==> config.mk <==
export PLATFORM = sky130hd
export DESIGN_NAME = adiv5_mem_sequencer_flat
export DESIGN_NICKNAME = d
export VERILOG_FILES = /design/src/rtl/adiv5_mem_sequencer_if.sv /design/src/rtl/adiv5_mem_sequencer.sv /design/src/flat_wrapper.sv
export SDC_FILE = /design/constraint.sdc
export NUM_CORES = 1
export LEC_CHECK = 0
export BUFFER_PORTS_ARGS = -buffer_cell sky130_fd_sc_hd__clkbuf_2
export CORE_MARGIN = 2
export CORE_UTILIZATION = 50
export CTS_CLUSTER_DIAMETER = 30
export DETAILED_ROUTE_END_ITERATION = 12
export PLACE_DENSITY = 0.77
export RECOVER_POWER = 50
export SKIP_LAST_GASP = 1
export SYNTH_ARGS = -nofsm -noshare
export SYNTH_HDL_FRONTEND = slang
export SYNTH_SLANG_ARGS = --single-unit
==> constraint.sdc <==
create_clock -name CLK -period 5.1 [get_ports CLK]
set_clock_uncertainty 0.05 [all_clocks]
set_input_delay 1.275 -clock CLK [delete_from_list [all_inputs] [get_ports CLK]]
set_output_delay 1.275 -clock CLK [all_outputs]
set_load 0.03 [all_outputs]
==> src/rtl/adiv5_mem_sequencer_if.sv <==
// ---------------------------------------------------------------------------
// adiv5_mem_sequencer_if
//   Bundles every non-clock signal of adiv5_mem_sequencer.
//   Request side  : REQ_VALID/READY/WRITE/SIZE/APSEL/ADDR/WDATA, CACHE_INV
//   Completion    : RSP_VALID, RSP_RDATA, RSP_STAT
//   Command FIFO  : CMD_DATA, CMD_WREN, CMD_FULL
//   Response FIFO : RSP_RDDATA, RSP_RDEN, RSP_EMPTY
//   slave  modport: the sequencer itself
//   master modport: the surroundings (bridge front end plus engine FIFOs)
// ---------------------------------------------------------------------------
interface adiv5_mem_sequencer_if;
  logic        REQ_VALID;
  logic        REQ_READY;
  logic        REQ_WRITE;
  logic [1:0]  REQ_SIZE;
  logic [7:0]  REQ_APSEL;
  logic [31:0] REQ_ADDR;
  logic [31:0] REQ_WDATA;
  logic        RSP_VALID;
  logic [31:0] RSP_RDATA;
  logic [2:0]  RSP_STAT;
  logic        CACHE_INV;
  logic [39:0] CMD_DATA;
  logic        CMD_WREN;
  logic        CMD_FULL;
  logic [34:0] RSP_RDDATA;
  logic        RSP_RDEN;
  logic        RSP_EMPTY;

  modport slave (
    input  REQ_VALID, REQ_WRITE, REQ_SIZE, REQ_APSEL, REQ_ADDR, REQ_WDATA,
    input  CACHE_INV, CMD_FULL, RSP_RDDATA, RSP_EMPTY,
    output REQ_READY, RSP_VALID, RSP_RDATA, RSP_STAT, CMD_DATA, CMD_WREN, RSP_RDEN
  );

  modport master (
    output REQ_VALID, REQ_WRITE, REQ_SIZE, REQ_APSEL, REQ_ADDR, REQ_WDATA,
    output CACHE_INV, CMD_FULL, RSP_RDDATA, RSP_EMPTY,
    input  REQ_READY, RSP_VALID, RSP_RDATA, RSP_STAT, CMD_DATA, CMD_WREN, RSP_RDEN
  );
endinterface

==> src/rtl/adiv5_mem_sequencer.sv <==
// ---------------------------------------------------------------------------
// adiv5_mem_sequencer
//   Turns one 8/16/32-bit memory request into the ADIv5 command sequence
//   SELECT, CSW, TAR, DRW, RDBUFF, pushes it into the engine's 40-bit command
//   FIFO and collects the single RDBUFF response from the 35-bit response FIFO.
//   SELECT and CSW are cached so repeated accesses only issue TAR/DRW/RDBUFF.
// Ports:
//   CLK    : clock
//   RESETn : asynchronous active-low reset
//   bus    : adiv5_mem_sequencer_if.slave (request, completion, command FIFO
//            push side, response FIFO pop side, cache invalidate)
// Parameters:
//   CSW_BASE : CSW value with SIZE=0 and AddrInc=00; the access size is ORed in
//   TIMEOUT  : WAIT cycles before giving up with status 3'b111 (>= 2)
// ---------------------------------------------------------------------------
module adiv5_mem_sequencer #(
  parameter logic [31:0] CSW_BASE = 32'hA2000000,
  parameter int unsigned TIMEOUT  = 1024
) (
  input logic                  CLK,
  input logic                  RESETn,
  adiv5_mem_sequencer_if.slave bus
);

  localparam int unsigned      CNT_W    = $clog2(TIMEOUT + 1);
  localparam logic [CNT_W-1:0] CNT_LAST = CNT_W'(TIMEOUT - 1);

  typedef enum logic [2:0] {
    S_IDLE, S_SEL, S_CSW, S_TAR, S_DRW, S_RDBUF, S_WAIT, S_DONE
  } state_t;

  state_t state, state_nxt;

  logic             req_write;
  logic [1:0]       req_size;
  logic [7:0]       req_apsel;
  logic [31:0]      req_addr;
  logic [31:0]      req_wdata;
  logic             sel_valid;
  logic [7:0]       sel_apsel;
  logic             csw_valid;
  logic [1:0]       csw_size;
  logic [CNT_W-1:0] to_cnt;
  logic             rd_pending;
  logic [3:0]       stale_cnt;
  logic [31:0]      rsp_rdata;
  logic [2:0]       rsp_stat;

  logic             sel_skip;
  logic             csw_skip;
  logic             need_push;
  logic             push_fire;
  logic             rsp_take;
  logic             timed_out;
  logic [39:0]      cmd_word;

  function automatic logic [39:0] pack_cmd(input logic [31:0] data, input logic [5:0] idx,
                                           input logic apndp, input logic rnw);
    return {data, idx, apndp, rnw};
  endfunction

  // Sub-word writes replicate the data across all byte lanes so the MEM-AP
  // picks the right lane regardless of the low address bits.
  function automatic logic [31:0] lane_rep(input logic [31:0] d, input logic [1:0] size);
    case (size)
      2'd0:    return {4{d[7:0]}};
      2'd1:    return {2{d[15:0]}};
      default: return d;
    endcase
  endfunction

  function automatic logic [31:0] extract(input logic [31:0] d, input logic [1:0] size,
                                          input logic [1:0] off);
    case (size)
      2'd0:    return {24'h0, d[{off, 3'b000} +: 8]};
      2'd1:    return {16'h0, d[{off[1], 4'b0000} +: 16]};
      default: return d;
    endcase
  endfunction

  // A same-cycle CACHE_INV defeats the skip so the write is always reissued.
  assign sel_skip  = sel_valid && (sel_apsel == req_apsel) && !bus.CACHE_INV;
  assign csw_skip  = csw_valid && (csw_size == req_size) && !bus.CACHE_INV;
  // Responses owed by earlier timed-out transactions are popped and dropped.
  assign rsp_take  = rd_pending && (stale_cnt == 4'd0);
  assign timed_out = !rd_pending && bus.RSP_EMPTY && (to_cnt >= CNT_LAST);

  always_ff @(posedge CLK or negedge RESETn) begin
    if (!RESETn) state <= S_IDLE;
    else         state <= state_nxt;
  end

  always_comb begin
    state_nxt = state;
    case (state)
      S_IDLE:  if (bus.REQ_VALID)          state_nxt = S_SEL;
      S_SEL:   if (sel_skip || push_fire)  state_nxt = S_CSW;
      S_CSW:   if (csw_skip || push_fire)  state_nxt = S_TAR;
      S_TAR:   if (push_fire)              state_nxt = S_DRW;
      S_DRW:   if (push_fire)              state_nxt = S_RDBUF;
      S_RDBUF: if (push_fire)              state_nxt = S_WAIT;
      S_WAIT:  if (rsp_take || timed_out)  state_nxt = S_DONE;
      S_DONE:                              state_nxt = S_IDLE;
      default:                             state_nxt = S_IDLE;
    endcase
  end

  always_comb begin
    need_push = 1'b0;
    cmd_word  = '0;
    case (state)
      S_SEL: if (!sel_skip) begin
        need_push = 1'b1;
        cmd_word  = pack_cmd({req_apsel, 24'h0}, 6'd2, 1'b0, 1'b0);
      end
      S_CSW: if (!csw_skip) begin
        need_push = 1'b1;
        cmd_word  = pack_cmd(CSW_BASE | {30'h0, req_size}, 6'd0, 1'b1, 1'b0);
      end
      S_TAR: begin
        need_push = 1'b1;
        cmd_word  = pack_cmd(req_addr, 6'd1, 1'b1, 1'b0);
      end
      S_DRW: begin
        need_push = 1'b1;
        cmd_word  = req_write ? pack_cmd(lane_rep(req_wdata, req_size), 6'd3, 1'b1, 1'b0)
                              : pack_cmd(32'h0, 6'd3, 1'b1, 1'b1);
      end
      S_RDBUF: begin
        need_push = 1'b1;
        cmd_word  = pack_cmd(32'h0, 6'd3, 1'b0, 1'b1);
      end
      default: ;
    endcase
    push_fire     = need_push && !bus.CMD_FULL;
    bus.CMD_WREN  = push_fire;
    bus.CMD_DATA  = push_fire ? cmd_word : 40'h0;
    // Held low while RESETn is asserted even though the state reads IDLE.
    bus.REQ_READY = (state == S_IDLE) && RESETn;
    // The FIFO has one cycle of read latency: no second pop while one is in flight.
    bus.RSP_RDEN  = (state == S_WAIT) && !rd_pending && !bus.RSP_EMPTY;
    bus.RSP_VALID = (state == S_DONE);
    bus.RSP_RDATA = rsp_rdata;
    bus.RSP_STAT  = rsp_stat;
  end

  always_ff @(posedge CLK or negedge RESETn) begin
    if (!RESETn) begin
      req_write  <= 1'b0;
      req_size   <= 2'd0;
      req_apsel  <= 8'h0;
      req_addr   <= 32'h0;
      req_wdata  <= 32'h0;
      sel_valid  <= 1'b0;
      sel_apsel  <= 8'h0;
      csw_valid  <= 1'b0;
      csw_size   <= 2'd0;
      to_cnt     <= '0;
      rd_pending <= 1'b0;
      stale_cnt  <= 4'd0;
      rsp_rdata  <= 32'h0;
      rsp_stat   <= 3'b000;
    end else begin
      if (state == S_IDLE && bus.REQ_VALID) begin
        req_write <= bus.REQ_WRITE;
        req_size  <= (bus.REQ_SIZE == 2'd3) ? 2'd2 : bus.REQ_SIZE;
        req_apsel <= bus.REQ_APSEL;
        req_addr  <= bus.REQ_ADDR;
        req_wdata <= bus.REQ_WDATA;
      end
      if (state == S_SEL && push_fire) begin
        sel_valid <= 1'b1;
        sel_apsel <= req_apsel;
      end
      if (state == S_CSW && push_fire) begin
        csw_valid <= 1'b1;
        csw_size  <= req_size;
      end
      if (state == S_RDBUF && push_fire) begin
        to_cnt     <= '0;
        rd_pending <= 1'b0;
      end
      if (state == S_WAIT) begin
        if (to_cnt < CNT_LAST) to_cnt <= to_cnt + CNT_W'(1);
        rd_pending <= bus.RSP_RDEN;
        if (rd_pending) begin
          if (stale_cnt != 4'd0) begin
            stale_cnt <= stale_cnt - 4'd1;
          end else begin
            rsp_stat  <= bus.RSP_RDDATA[2:0];
            rsp_rdata <= req_write ? 32'h0 : extract(bus.RSP_RDDATA[34:3], req_size, req_addr[1:0]);
            if (bus.RSP_RDDATA[2:0] != 3'b100) begin
              sel_valid <= 1'b0;
              csw_valid <= 1'b0;
            end
          end
        end else if (timed_out) begin
          rsp_stat  <= 3'b111;
          rsp_rdata <= 32'h0;
          sel_valid <= 1'b0;
          csw_valid <= 1'b0;
          if (stale_cnt != 4'hF) stale_cnt <= stale_cnt + 4'd1;
        end
      end
      if (bus.CACHE_INV) begin
        sel_valid <= 1'b0;
        csw_valid <= 1'b0;
      end
    end
  end

endmodule
==> src/flat_wrapper.sv <==
// flat-port wrapper written by rule: the top's interface ports become plain ports
module adiv5_mem_sequencer_flat 
#(
  parameter logic [31:0] CSW_BASE = 32'hA2000000,
  parameter int unsigned TIMEOUT  = 1024
)
  (CLK, RESETn, bus_REQ_VALID, bus_REQ_WRITE, bus_REQ_SIZE, bus_REQ_APSEL, bus_REQ_ADDR, bus_REQ_WDATA, bus_CACHE_INV, bus_CMD_FULL, bus_RSP_RDDATA, bus_RSP_EMPTY, bus_REQ_READY, bus_RSP_VALID, bus_RSP_RDATA, bus_RSP_STAT, bus_CMD_DATA, bus_CMD_WREN, bus_RSP_RDEN);
  adiv5_mem_sequencer_if bus_i ();
  input logic CLK;
  input logic RESETn;
  input wire logic [$bits(bus_i.REQ_VALID)-1:0] bus_REQ_VALID;
  input wire logic [$bits(bus_i.REQ_WRITE)-1:0] bus_REQ_WRITE;
  input wire logic [$bits(bus_i.REQ_SIZE)-1:0] bus_REQ_SIZE;
  input wire logic [$bits(bus_i.REQ_APSEL)-1:0] bus_REQ_APSEL;
  input wire logic [$bits(bus_i.REQ_ADDR)-1:0] bus_REQ_ADDR;
  input wire logic [$bits(bus_i.REQ_WDATA)-1:0] bus_REQ_WDATA;
  input wire logic [$bits(bus_i.CACHE_INV)-1:0] bus_CACHE_INV;
  input wire logic [$bits(bus_i.CMD_FULL)-1:0] bus_CMD_FULL;
  input wire logic [$bits(bus_i.RSP_RDDATA)-1:0] bus_RSP_RDDATA;
  input wire logic [$bits(bus_i.RSP_EMPTY)-1:0] bus_RSP_EMPTY;
  output wire logic [$bits(bus_i.REQ_READY)-1:0] bus_REQ_READY;
  output wire logic [$bits(bus_i.RSP_VALID)-1:0] bus_RSP_VALID;
  output wire logic [$bits(bus_i.RSP_RDATA)-1:0] bus_RSP_RDATA;
  output wire logic [$bits(bus_i.RSP_STAT)-1:0] bus_RSP_STAT;
  output wire logic [$bits(bus_i.CMD_DATA)-1:0] bus_CMD_DATA;
  output wire logic [$bits(bus_i.CMD_WREN)-1:0] bus_CMD_WREN;
  output wire logic [$bits(bus_i.RSP_RDEN)-1:0] bus_RSP_RDEN;
  assign bus_i.REQ_VALID = bus_REQ_VALID;
  assign bus_i.REQ_WRITE = bus_REQ_WRITE;
  assign bus_i.REQ_SIZE = bus_REQ_SIZE;
  assign bus_i.REQ_APSEL = bus_REQ_APSEL;
  assign bus_i.REQ_ADDR = bus_REQ_ADDR;
  assign bus_i.REQ_WDATA = bus_REQ_WDATA;
  assign bus_i.CACHE_INV = bus_CACHE_INV;
  assign bus_i.CMD_FULL = bus_CMD_FULL;
  assign bus_i.RSP_RDDATA = bus_RSP_RDDATA;
  assign bus_i.RSP_EMPTY = bus_RSP_EMPTY;
  assign bus_REQ_READY = bus_i.REQ_READY;
  assign bus_RSP_VALID = bus_i.RSP_VALID;
  assign bus_RSP_RDATA = bus_i.RSP_RDATA;
  assign bus_RSP_STAT = bus_i.RSP_STAT;
  assign bus_CMD_DATA = bus_i.CMD_DATA;
  assign bus_CMD_WREN = bus_i.CMD_WREN;
  assign bus_RSP_RDEN = bus_i.RSP_RDEN;
  adiv5_mem_sequencer #(.CSW_BASE(CSW_BASE), .TIMEOUT(TIMEOUT)) u_core (.CLK(CLK), .RESETn(RESETn), .bus(bus_i));
endmodule
==> metrics.cfg <==
[outcome]
outcome = finished with violations
violations_in_the_final_reports = max-capacitance violations, max-slew violations

[drt]
drt_drc_violations_left = 0
drt-wirelength-per-cell_um = 17.8
via_per_inst = 5.64
detail_route.wirelength_um = 18600
vias = 5917
drt_first_iter_violations = 467
residual_antenna_violating_net_count_after_detailed_routing = 0
dr.pass1.iters = 5

[clock_network]
clock_sink_count = 141
h-tree-depth = 4
cts.path.max_buffers = 2
cts.root.buffer_cell = clkbuf_16
post_cts_setup_buffer_count = 0
cts_hold_buf = 0
number_of_clock_buffers_inserted_by_tritoncts = 17
post_cts_resize_count = 0
worst_skew_pair.late_latency_ns = 0.42
clk_transition_reported_paths_ns = 0.06
tritoncts = built

[flow_run]
drv_cap = 3

[die]
starting_density_of_the_core = 0.518
fp.dieArea_um2 = 15500
core-area_um2 = 14000
die_h_um = 124
fp-row-count = 43
io_pins = 195
dieWidth_um = 124

[timing]
worst-slew-pin-transition_ns = 3.50
post-route-worst-setup-slack_ns = 0.643
rsz_0062_raised_after_global_routing = false
relSlewSlack = -1.34
maxClockFrequency_mhz = 224
fin_crit_sh = 0.874
totalNegativeSetupSlack_ns = 0
drv_slew = 153
finalHoldViolCount = 0
min_period_ns = 4.46
final_report_setup_violation_count = 0

[global_route]
globalRouteTotalUtil = 0.244
globalRoute.totalOverflow = 0
first_global_vias = 5811
maximum_number_of_pins_on_one_net_before_global_route_repair = 78
grt_antenna_before_repair = 0
grt_pass1_wl_um = 30300

[worst_setup_path]
crit_path_end_kind = primary output
cp_data_arrival_time_ns = 3.13
rrSetupSlack_ns = 1.06
worst_path_largest_cell_delay_ns = 0.46
regToRegEndpoint = u_core.req_wdata[10]
rr_worst_depth = 3
critPathTopFamily = compound AO/OA/AOI/OAI gates
worstReg2RegStart = u_core.state[2]
critical_path_cell_with_the_highest_stage_delay = a222oi_1
worstSetupStartpointType = primary input
critical_path_peak_fanout = 9
critical_path_class = primary input to primary output
cp_cell_sequence = clkbuf_1, or2b_1, nor4_1, a311oi_2, a222oi_1, nor2_1, clkbuf_2
crit_buf_inv = 2
critical_path_required_ns = 3.77

[synth]
syn_avg_cell_area_um2 = 10.5
synth-edff-count = 0
library_cells_used_by_synthesis = 60
synthMostInstantiatedCell = dfrtp_1
synth-seq-cells = 141
synth.top_cells.by_area = dfrtp_1, mux2_2, nand2_1
synth.yosys.seq_area_share = 0.487
synth-main-ff-cell = dfrtp_1
mappedNetlistArea_um2 = 7240
syn-instance-count = 689
warning_count_from_the_yosys_run = 0
yosysTopAreaCellShare = 0.487
post_synth_most_frequent_cells = dfrtp_1, mux2_2, nand2_1
ys_async_sr_fraction = 1.00
synth_area_leader_cell = dfrtp_1

[hold_path]
cell_count_of_the_worst_hold_path = 2
timing.hold.worst.start = u_core.bus.RSP_RDATA[7]
holdPathEnd = u_core.bus.RSP_RDATA[7]
min_path_type = register to register

[power]
power.density_nw_per_um2 = 586
irDropWorstVdd_v = 0.000323
leakagePower_uw = 0.00401

[finish]
final_std_cell_area_no_fill_um2 = 8820
fill_count = 1183
drive_above_1_share = 0.364
syn_to_final_growth_pct = 21.8
finish.utilization = 0.631
antenna-diode-count = 0
layout.nets = 977

[place]
minimum_setup_slack_after_placement_ns = 0.779
gpl.final_weighted_congestion = 0.829
hpwl_um = 12800
buffer_ports.inserted = 190
placement.cell_area_um2 = 8260

## worst max-delay path by stage
stage / endpoint / depth (start not counted) / slack (ns) / from
after floorplan: bus_CMD_DATA[33] / 5 / 1.19 / bus_CACHE_INV
after global placement: bus_CMD_DATA[35] / 7 / 0.86 / bus_CACHE_INV
after detailed placement: bus_CMD_DATA[35] / 7 / 0.78 / bus_CACHE_INV
after CTS: bus_CMD_DATA[35] / 7 / 0.70 / bus_CACHE_INV
after global routing: bus_CMD_DATA[35] / 7 / 0.53 / bus_CACHE_INV
final: bus_CMD_DATA[35] / 7 / 0.64 / bus_CACHE_INV
## cells in the final DEF (no fill, tap or decap), types with 11 or more instances in the layout
master / synthesis / routed
clkbuf_2: 0 / 174
dfrtp_1: 141 / 141
mux2_2: 92 / 92
nand2_1: 72 / 72
o21ai_0: 51 / 51
nor2_1: 51 / 50
a22oi_1: 33 / 33
inv_1: 23 / 23
clkbuf_1: 22 / 21
clkbuf_16: 0 / 17
a31oi_1: 13 / 13
nor3_1: 12 / 12
a21oi_1: 11 / 11
a211oi_1: 11 / 11
## worst register-to-register path, cell delays in order (launching register included)
cell and delay (ns):
dfrtp_1 0.52, nor3_1 0.23, and2_1 2.53, mux2_2 0.59
## registers in the layout (all words and copies together), names as in the netlist
register	count
u_core.bus.RSP_STAT	3
u_core.rd_pending	1
u_core.req_apsel	8
u_core.csw_size	2
u_core.state	3
u_core.to_cnt	11
u_core.sel_valid	1
u_core.req_wdata	32
u_core.stale_cnt	4
u_core.bus.RSP_RDATA	32
u_core.sel_apsel	8
u_core.csw_valid	1
u_core.req_size	2
u_core.req_addr	32
u_core.req_write	1
## where the power goes
group | switching, uW | total [uW] | internal (uW) | leakage (uW)
clock | 475 | 1310 | 830 | 0.000297
combinational | 1030 | 1940 | 912 | 0.00193
sequential | 408 | 1920 | 1520 | 0.00178
## kinds of logic (layout without fill, tap and decap cells)
| family | after synthesis | after routing | synth area share |
|---|---|---|---|
| compound gates | 160 | 160 | 0.147 |
| fa+ha+maj | 4 | 4 | 0.00795 |
| flops | 141 | 141 | 0.487 |
| other cells | 1 | 4 | 0.000518 |
| xor+xnor | 14 | 14 | 0.0169 |
| mux | 109 | 109 | 0.172 |
| simple gates | 185 | 185 | 0.120 |
| buf+inv | 75 | 252 | 0.0474 |
## layer usage
metal  vias to the layer above  track usage  part of all wire
li1                       2796            -                 -
met1                      2872        0.324              0.42
met2                       227        0.376              0.48
met3                        22       0.0820             0.077
met4                         0       0.0820             0.021
met5                         -            0                 0
## final cells by class
cell class	count	area [um^2]	share of cell area
Clock buffer	21	450	0.0511
Tap cell	180	225	0.0255
Multi-Input combinational cell	476	3390	0.384
Clock inverter	10	164	0.0186
Sequential cell	141	3530	0.400
Timing Repair Buffer	197	976	0.111
Inverter	24	90.1	0.0102
## metrics by stage
stage / hold WS (ns) / instances / total power, uW
finish: 0.424 / 1049 / 5170
global route: 0.458 / 1049 / 5490
CTS: 0.433 / 1049 / 5180
detailed placement: 0.420 / 1018 / 3860
global placement: 0.410 / 1018 / 3810
floorplan: 0.406 / 692 / 3330
No activity file was read; power rests on OpenSTA's default activity.
